## src/rtl/uart_tx_hold.sv

```systemverilog
// uart_tx_hold: UART transmitter with a one-entry holding register.
// Frames are start + 8 data bits (LSB first) + optional parity + 1 or 2 stop bits.
// The holding register lets the next byte start right after the current stop bit,
// with no idle gap in between.
//
// Ports:
//   clk          clock, rising edge
//   anrst        asynchronous active-low reset
//   i_tx_data    byte to send, sampled only on an accept edge
//   i_tx_start   request, accepted when i_tx_start && o_tx_ready
//   o_tx_ready   holding register empty
//   o_tx_busy    byte held or frame in progress
//   o_tx_done    one-cycle strobe when a frame's last stop bit ends
//   o_txd        serial line, idle high, registered
module uart_tx_hold #(
  parameter int CLK_HZ    = 200_000_000,
  parameter int BAUD      = 9600,
  parameter int PARITY    = 0,
  parameter int STOP_BITS = 1
) (
  input  logic       clk,
  input  logic       anrst,
  input  logic [7:0] i_tx_data,
  input  logic       i_tx_start,
  output logic       o_tx_ready,
  output logic       o_tx_busy,
  output logic       o_tx_done,
  output logic       o_txd
);

  localparam int         DIV       = CLK_HZ / BAUD;
  localparam logic [15:0] RELOAD    = 16'(DIV - 1);
  localparam logic [2:0]  LAST_STOP = 3'(STOP_BITS - 1);
  localparam logic        ODD       = (PARITY == 2);

  if (DIV < 2 || DIV > 65535) begin : g_bad_div
    $error("uart_tx_hold: CLK_HZ/BAUD must be in 2..65535");
  end
  if (PARITY < 0 || PARITY > 2) begin : g_bad_par
    $error("uart_tx_hold: PARITY must be 0, 1 or 2");
  end
  if (STOP_BITS != 1 && STOP_BITS != 2) begin : g_bad_stop
    $error("uart_tx_hold: STOP_BITS must be 1 or 2");
  end

  typedef enum logic [2:0] {S_IDLE, S_START, S_DATA, S_PARITY, S_STOP} state_t;

  state_t      r_state, w_state_n;
  logic [7:0]  r_hold, r_shift, w_shift_n;
  logic        r_hold_valid;
  logic [2:0]  r_bit, w_bit_n, w_bit_inc;
  logic [15:0] r_baud, w_baud_n;
  logic        r_txd, w_txd_n;
  logic        r_done, w_done_n;
  logic        w_tick, w_load, w_accept, w_par;

  assign w_tick    = (r_baud == 16'd0);
  assign w_accept  = i_tx_start & ~r_hold_valid;
  assign w_bit_inc = r_bit + 3'd1;
  // r_shift is never shifted; bits are picked by index, so parity covers the whole byte
  assign w_par     = (^r_shift) ^ ODD;

  always_ff @(posedge clk or negedge anrst) begin
    if (!anrst) r_state <= S_IDLE;
    else        r_state <= w_state_n;
  end

  always_comb begin
    w_state_n = r_state;
    w_shift_n = r_shift;
    w_bit_n   = r_bit;
    w_txd_n   = r_txd;
    w_done_n  = 1'b0;
    w_load    = 1'b0;
    w_baud_n  = w_tick ? RELOAD : r_baud - 16'd1;
    case (r_state)
      S_IDLE: begin
        w_txd_n  = 1'b1;
        w_baud_n = r_baud;
        w_load   = r_hold_valid;
      end
      S_START: if (w_tick) begin
        w_state_n = S_DATA;
        w_txd_n   = r_shift[0];
        w_bit_n   = 3'd0;
      end
      S_DATA: if (w_tick) begin
        if (r_bit == 3'd7) begin
          w_bit_n = 3'd0;
          if (PARITY != 0) begin
            w_state_n = S_PARITY;
            w_txd_n   = w_par;
          end else begin
            w_state_n = S_STOP;
            w_txd_n   = 1'b1;
          end
        end else begin
          w_bit_n = w_bit_inc;
          w_txd_n = r_shift[w_bit_inc];
        end
      end
      S_PARITY: if (w_tick) begin
        w_state_n = S_STOP;
        w_txd_n   = 1'b1;
        w_bit_n   = 3'd0;
      end
      S_STOP: if (w_tick) begin
        if (r_bit == LAST_STOP) begin
          w_done_n  = 1'b1;
          w_state_n = S_IDLE;
          w_txd_n   = 1'b1;
          // chain straight into the next frame when a byte is waiting
          w_load    = r_hold_valid;
        end else begin
          w_bit_n = w_bit_inc;
        end
      end
      default: w_state_n = S_IDLE;
    endcase
    if (w_load) begin
      w_state_n = S_START;
      w_shift_n = r_hold;
      w_txd_n   = 1'b0;
      w_bit_n   = 3'd0;
      w_baud_n  = RELOAD;
    end
  end

  always_ff @(posedge clk or negedge anrst) begin
    if (!anrst) begin
      r_hold       <= 8'd0;
      r_hold_valid <= 1'b0;
      r_shift      <= 8'd0;
      r_bit        <= 3'd0;
      r_baud       <= 16'd0;
      r_txd        <= 1'b1;
      r_done       <= 1'b0;
    end else begin
      // load needs a full holding register, accept needs an empty one: never both
      if (w_load)        r_hold_valid <= 1'b0;
      else if (w_accept) r_hold_valid <= 1'b1;
      if (w_accept) r_hold <= i_tx_data;
      r_shift <= w_shift_n;
      r_bit   <= w_bit_n;
      r_baud  <= w_baud_n;
      r_txd   <= w_txd_n;
      r_done  <= w_done_n;
    end
  end

  assign o_tx_ready = ~r_hold_valid;
  assign o_tx_busy  = r_hold_valid | (r_state != S_IDLE);
  assign o_tx_done  = r_done;
  assign o_txd      = r_txd;

endmodule
```

## config.mk

```make
export PLATFORM = sky130hd
export DESIGN_NAME = uart_tx_hold
export DESIGN_NICKNAME = d
export VERILOG_FILES = /design/src/rtl/uart_tx_hold.sv
export SDC_FILE = /design/constraint.sdc
export NUM_CORES = 1
export LEC_CHECK = 0
export ABC_AREA = 1
export CAP_MARGIN = 5
export CORE_MARGIN = 4
export CORE_UTILIZATION = 63
export CTS_CLUSTER_DIAMETER = 100
export DETAILED_ROUTE_END_ITERATION = 8
export GPL_TIMING_DRIVEN = 0
export PLACE_DENSITY_LB_ADDON = 0.05
export SLEW_MARGIN = 20
export SYNTH_ARGS = -nofsm -noshare
export SYNTH_HDL_FRONTEND = slang
export SYNTH_SLANG_ARGS = --single-unit
export TNS_END_PERCENT = 100
```

## constraint.sdc

```tcl
create_clock -name clk -period 3.9 [get_ports clk]
set_input_delay 0.78 -clock clk [delete_from_list [all_inputs] [get_ports clk]]
set_output_delay 0.78 -clock clk [all_outputs]
set_load 0.02 [all_outputs]
```

Yosys cells after proc, flatten, opt, wreduce, memory -nomap -nowiden
Index checks and enable logic that the tools add are counted.
Widths: inputs -> output; s select.
{ "totals": {"ff_bits": 41, "input_bits": 11, "out_inout_bits": 4, "elab_cells": 75} }
{ "classes": {"add_sub_neg": 2, "n_lt_le_gt_ge": 1, "eq_ne": 14, "n_mux": 36, "n_bitwise": 3, "reduce_logical": 11} }
{ "op_table": {"columns": ["op", "count"], "rows": [
  ["$mux 16", 3],
  ["$mux 3", 13],
  ["$ne 3x3->1 const B", 7],
  ["$logic_not 16->1", 1],
  ["$sub 16x1->16 const B", 1],
  ["$mux 1", 15],
  ["$pmux 3 s5", 1],
  ["$pmux 3 s3", 1],
  ["$reduce_and 7->1", 1],
  ["$eq 3x2->1 const B", 2],
  ["$eq 3x3->1 const B", 2],
  ["$logic_not 3->1", 2],
  ["$reduce_and 6->1", 1],
  ["$reduce_bool 6->1", 1],
  ["$pmux 1 s5", 1],
  ["$reduce_and 5->1", 1],
  ["$lt 3x4->1 const B", 1],
  ["$reduce_bool 4->1", 1],
  ["$add 3x1->3 const B", 1],
  ["$bmux 1 s3", 1],
  ["$eq 3x1->1 const B", 1],
  ["$ne 3x1->1 const B", 1],
  ["$reduce_bool 3->1", 1],
  ["$ne 2x2->1 const B", 1],
  ["other kinds (6)", 6]
]} }

Depth between registers and ports, before layout
Gate-level depths: netlist of run 1.
{ "depth": {"ltp_word": 7, "mapped_depth": 11, "depth_no_buf": 11} }

Worst setup path after synthesis of run 1
Ideal clock, no wire load.
{ "synth_timing": {"kind": "reg2out", "startpoint": "reg r_state[1]", "endpoint": "out o_tx_busy", "arrival_ps": 1037, "required_time_ps": 3120, "setup_slack_ps": 2083, "stages_incl_launch_ff": 6, "cell_sequence": "dfrtp_1 > nor2_4 > inv_4 > nor2_4 > nand2_4 > buf_6"} }
{ "synth_between": {"elab_chain_cells": 2} }
{ "synth_rtl": {"columns": ["element", "line", "source"], "rows": [
  ["start: declaration", "48", "state_t r_state, w_state_n;"],
  ["start signal: assignment", "65", "else r_state <= w_state_n;"],
  ["$reduce_bool 3->1", "152", "assign o_tx_busy = r_hold_valid | (r_state != S_IDLE);"],
  ["$or 1x1->1", "152", null],
  ["end: declaration", "26", "output logic o_tx_busy,"]
]} }
No other way between the ends.

Worst setup path in the final report of run 1
Ends and elaborated chain as after synthesis.

==> results of run 1 <==
## worst max-delay path by stage
stage / from / end / slack (ps)
floorplan: r_state[1] / o_tx_busy / 2080
global placement: anrst / r_hold[7] / 1040
detailed placement: r_state[1] / o_tx_busy / 1450
CTS: r_state[1] / o_tx_busy / 1020
global route: r_state[1] / o_tx_busy / 960
finish: r_state[1] / o_tx_busy / 1030
## per-layer routing
layer / track usage (%) / share of wire (%) / vias to the layer above
li1: - / - / 908
met1: 32.5 / 51 / 800
met2: 34.8 / 43 / 35
met3: 4.60 / 4.6 / 8
met4: 8.68 / 1.5 / 0
met5: 0 / 0 / -
## power by group through the flow
stage               Clock [W]  Sequential (W)  Combinational, W
global route         0.000258        0.000470         0.0000727
floorplan                   0        0.000471         0.0000363
global placement            0        0.000473         0.0000601
CTS                  0.000237        0.000467         0.0000654
detailed placement          0        0.000475         0.0000649
finish               0.000234        0.000467         0.0000640
## sequential cells by signal (all words and copies together), names as in the netlist
name / cells
r_hold_valid: 1
r_state: 3
r_shift: 8
r_hold: 8
r_bit: 3
r_baud: 16
o_tx_done: 1
o_txd: 1
## through the flow
stage                     instances  util (%)  hold WS, ps  power [W]
after floorplan                 266         -          442   0.000507
after global placement          326      72.1          453   0.000533
after detailed placement        327      72.5          454   0.000540
after CTS                       335      74.3          307   0.000769
after global routing            335      74.3          299   0.000800
final                           335      74.3          301   0.000765
## area by class of cell
type / count / area, um2
Buffer: 3 / 27.5
Clock buffer: 5 / 37.5
Clock inverter: 3 / 25.0
Fill cell: 264 / 877
Inverter: 23 / 93.8
Multi-Input combinational cell: 199 / 1110
Sequential cell: 41 / 1030
Tap cell: 46 / 57.6
Timing Repair Buffer: 15 / 155
## synth_stat cells
cell,instances
buf_6,2
xnor2_1,2
inv_4,3
o31ai_1,1
inv_1,19
buf_2,1
o211ai_1,1
or2_2,3
nor2_2,4
ha_1,4
xor2_1,10
o22ai_1,1
nand3_1,13
dfrtp_1,40
a21oi_1,8
nand3b_1,2
inv_2,1
nor2_4,4
nand2_1,62
nand2_4,5
mux2_2,4
nand4_4,2
nor2_1,37
nand4_1,7
nor3_1,8
dfstp_2,1
o21ai_2,5
o21ai_0,11
nand2_2,5
## cell families after synthesis
kind of cell    share of synthesized area (%)
fa+ha+maj                                2.21
mux                                      1.99
buf+inv                                  5.36
flops                                    45.4
compound gates                           7.08
simple gates                             33.3
xor+xnor                                 4.64
## worst max-delay path: stages, from the launching register on
cell and delay, ps:
dfrtp_1 460, nor2_4 210, inv_4 70, nor2_4 170
nand2_4 120, buf_6 170, clkdlybuf4s50_1 530
==> flow_metrics.env, run 1 <==
export IMPL_num_rows=21
export IMPL_yosysTopAreaCellShare_pct=44.2
export IMPL_cap_violations=0
export IMPL_groute_usage_overall_pct=23.0
export IMPL_wl_um=4390
export IMPL_ioPinCount=15
export IMPL_postCtsHoldBufs=0
export IMPL_seq_power_share_pct=61.0
export IMPL_reg2reg_depth=11
export IMPL_numCtsBuffers=5
export IMPL_grt_pass1_vias=1694
export IMPL_ys_types=29
export IMPL_area_growth_pct=12.2
export IMPL_crit_type="reg2out"
export IMPL_clock_skew_ps=7.98
export IMPL_cts_clk_slew_worst_paths_ps=140
export IMPL_nNetsFinal=303
export IMPL_synth_top_area_cell="dfrtp_1"
export IMPL_tns_ps=0
export IMPL_placed_area_um2=2480
export IMPL_synth_cell_area_um2=2260
export IMPL_htreeDepth=2
export IMPL_grt_antenna_before_repair=0
export IMPL_coreArea_um2=3420
export IMPL_power_density_nw_per_um2=301
export IMPL_syn_num_nets=281
export IMPL_slew_violations=0
export IMPL_cts_root_buf="clkbuf_4"
export IMPL_synth_warnings=0
export IMPL_ir_drop_uv=292
export IMPL_n_antenna_cell=0
export IMPL_clock_latency_ps=370
export IMPL_swShare_pct=26.9
export IMPL_r2r_setup_slack_ps=1890
export IMPL_drt_first_pass_iters=4
export IMPL_start_util_pct=66.3
export IMPL_grt_max_degree=28
export IMPL_post_cts_buffers=0
export IMPL_r2r_start="r_bit[0]"
export IMPL_grt_pass1_wl_um=7860
export IMPL_post_route_period_util_pct=73.7
export IMPL_relSlewSlack_pct=75.5
export IMPL_drive_above_1_share_pct=17.3
export IMPL_syn_inst=266
export IMPL_clkPwrFrac_pct=30.6
export IMPL_die_x_um=67.9
export IMPL_power_internal_w=0.000559
export IMPL_final_cell_mix="nand2_1, dfrtp_1, nor2_1"
export IMPL_finalHoldViolCount=0
export IMPL_dieArea_um2=4620
export IMPL_avgViaCountPerCell=5.23
export IMPL_seq_area_frac_synth_pct=45.4
export IMPL_ys_ff_latch=41
export IMPL_die_h_um=67.9
export IMPL_cts_tree="built"
export IMPL_dr_total_vias=1751
export IMPL_clockBufferDepth=2
export IMPL_end_kind="primary output"
export IMPL_start_kind="flip-flop"
export IMPL_wl_per_cell_um=13.1
export IMPL_avgSynthCellArea_um2=8.51
export IMPL_p_switching_w=0.000206
export IMPL_drc=0
export IMPL_finalInstanceArea_um2=2540
export IMPL_first_iter_violations=148
export IMPL_hp_class="in2async"
export IMPL_crit_required_ps=3120
export IMPL_place_congestion=0.855
export IMPL_post_cts_resized=0
export IMPL_arrival_ps=2090
export IMPL_rr_endpoint="r_baud[10]"
export IMPL_yosys_top_cells_area="dfrtp_1, nand2_1, nor2_1"
export IMPL_clock_fmax_mhz=348
export IMPL_leakage_nw=1.21
export IMPL_cts_sink_count=41
export IMPL_crit_fanout=10
export IMPL_dpl_hpwl_um=3230
export IMPL_port_buffers=14
export IMPL_worst_slew_pin_slew_ps=368
export IMPL_status="complete, no violations"
export IMPL_rsz0062_at_grt="false"
export IMPL_setup_viol=0
export IMPL_overflow=0
export IMPL_layout_commonest_cell="nand2_1"
export IMPL_finalWorstSetupSlack_ps=1030
export IMPL_antenna_left=0
export IMPL_comb_power_share_pct=8.4
export IMPL_period_minus_slack_ps=2870
export IMPL_dp_slack_ps=1450
No activity file was read; power rests on OpenSTA's default activity.
==> inputs of run 2 (changes only) <==
CORE_UTILIZATION = 58   (was 63)
clock period = 3 ns   (was 3.9 ns; I/O delays follow)
==> run 2 against run 1 <==
Effect of this change:
- non-clock buffer count stayed put
- critical path depth stayed put
- clock power increased by 58%
- sequential power grew 29%
- register-to-register slack worse by 860 ps
- global-route usage is 3.7 points lower
- largest cell class unchanged
==> flow_metrics.env, run 2 (same netlist as run 1, synthesis figures left out) <==
export IMPL_ioPinCount=15
export IMPL_cts_clk_slew_worst_paths_ps=80
export IMPL_period_minus_slack_ps=2590
export IMPL_rsz0062_at_grt="false"
export IMPL_cap_violations=0
export IMPL_crit_type="reg2out"
export IMPL_drive_above_1_share_pct=17.3
export IMPL_place_congestion=0.801
export IMPL_start_kind="flip-flop"
export IMPL_antenna_left=0
export IMPL_finalHoldViolCount=0
export IMPL_wl_per_cell_um=12.7
export IMPL_clockBufferDepth=2
export IMPL_placed_area_um2=2480
export IMPL_htreeDepth=2
export IMPL_dpl_hpwl_um=3250
export IMPL_die_h_um=70.5
export IMPL_setup_viol=0
export IMPL_end_kind="primary output"
export IMPL_layout_commonest_cell="nand2_1"
export IMPL_clock_latency_ps=290
export IMPL_coreArea_um2=3720
export IMPL_num_rows=22
export IMPL_avgViaCountPerCell=5.22
export IMPL_crit_required_ps=2400
export IMPL_reg_largest_list="r_baud x16, r_hold x8, r_shift x8"
export IMPL_status="complete, no violations"
export IMPL_grt_pass1_wl_um=7730
export IMPL_port_buffers=14
export IMPL_largest_reg_flops=16
export IMPL_finalInstanceArea_um2=2570
export IMPL_die_x_um=70.5
export IMPL_fillerInstances=328
export IMPL_overflow=0
export IMPL_slew_violations=0
export IMPL_post_route_period_util_pct=86.3
export IMPL_grt_pass1_vias=1643
export IMPL_clock_skew_ps=3.69
export IMPL_cts_tree="built"
export IMPL_clock_fmax_mhz=386
export IMPL_dr_total_vias=1760
export IMPL_crit_fanout=10
export IMPL_numCtsBuffers=5
export IMPL_worst_slew_pin_slew_ps=393
export IMPL_n_antenna_cell=0
export IMPL_largest_register="r_baud"
export IMPL_final_cell_mix="nand2_1, dfrtp_1, nor2_1"
export IMPL_tns_ps=0
export IMPL_relSlewSlack_pct=73.6
export IMPL_drt_first_pass_iters=5
export IMPL_first_iter_violations=154
export IMPL_nNetsFinal=303
export IMPL_grt_max_degree=30
export IMPL_leakage_nw=1.22
export IMPL_arrival_ps=1990
export IMPL_grt_antenna_before_repair=0
export IMPL_post_cts_resized=0
export IMPL_postCtsHoldBufs=0
export IMPL_start_util_pct=60.9
export IMPL_cts_root_buf="clkbuf_8"
export IMPL_area_growth_pct=13.5
export IMPL_wl_um=4290
export IMPL_dieArea_um2=4970
export IMPL_hp_class="in2async"
export IMPL_groute_usage_overall_pct=19.3
export IMPL_power_density_nw_per_um2=411
export IMPL_ir_drop_uv=335
export IMPL_drc=0
export IMPL_cts_sink_count=41
export IMPL_post_cts_buffers=0
-- run 2: changes by cell type in the layout (fill, tap and decap cells not counted), sizes merged --
cell      before  now
inv           25   23
clkinvlp       1    3
-- run 2: final cells by class --
| type | instances | area (um2) | share of cell area, % |
|---|---|---|---|
| buffer | 3 | 27.5 | 1.07 |
| tap | 48 | 60.1 | 2.34 |
| clock inverter | 3 | 22.5 | 0.876 |
| clock buffer | 5 | 68.8 | 2.68 |
| inverter | 23 | 93.8 | 3.65 |
| sequential | 41 | 1030 | 40.0 |
| multi-input combinational | 199 | 1110 | 43.4 |
| timing repair buffer | 15 | 155 | 6.04 |
-- run 2: metal layers --
layer | track usage (%) | vias up | wire (um)
met2 | 27.3 | 39 | 1790
met1 | 29.1 | 804 | 2230
met3 | 5.47 | 7 | 231
met5 | 0 | - | 0
met4 | 4.47 | 0 | 47
li1 | - | 910 | -
-- run 2: critical path: stages, from the launching register on --
cell             delay (ps)
dfrtp_1                 440
nor2_4                  210
inv_4                    70
nor2_4                  160
nand2_4                 120
buf_6                   170
clkdlybuf4s50_1         530
-- run 2: final timing paths --
kind                       slack, ps         end  depth (start not counted)        from
max                              410   o_tx_busy                          6  r_state[1]
min                              180  r_state[1]                          1       anrst
max reg2reg                     1030   r_baud[4]                         11    r_bit[0]
min reg2reg                      470       o_txd                          2       o_txd
max in group asynchronous       2370  r_shift[2]                          2       anrst
min in group clk                 470       o_txd                          2       o_txd
-- run 2: where the power goes --
part           switching, W  internal, W  leakage (nW)
clock network      0.000206     0.000163        0.0364
registers         0.0000142     0.000590         0.494
logic             0.0000423    0.0000391         0.688
total              0.000263     0.000793          1.22
-- run 2: per-stage QoR --
stage / setup slack [ps] / util (%) / hold WS (ps) / instances / total power (W)
finish: 411 / 69.2 / 182 / 337 / 0.00106
global route: 342 / 69.2 / 199 / 337 / 0.00112
CTS: 395 / 69.2 / 191 / 337 / 0.00107
detailed placement: 732 / 66.7 / 459 / 329 / 0.000700
global placement: 297 / 66.3 / 453 / 328 / 0.000693
floorplan: 1360 / - / 304 / 266 / 0.000660
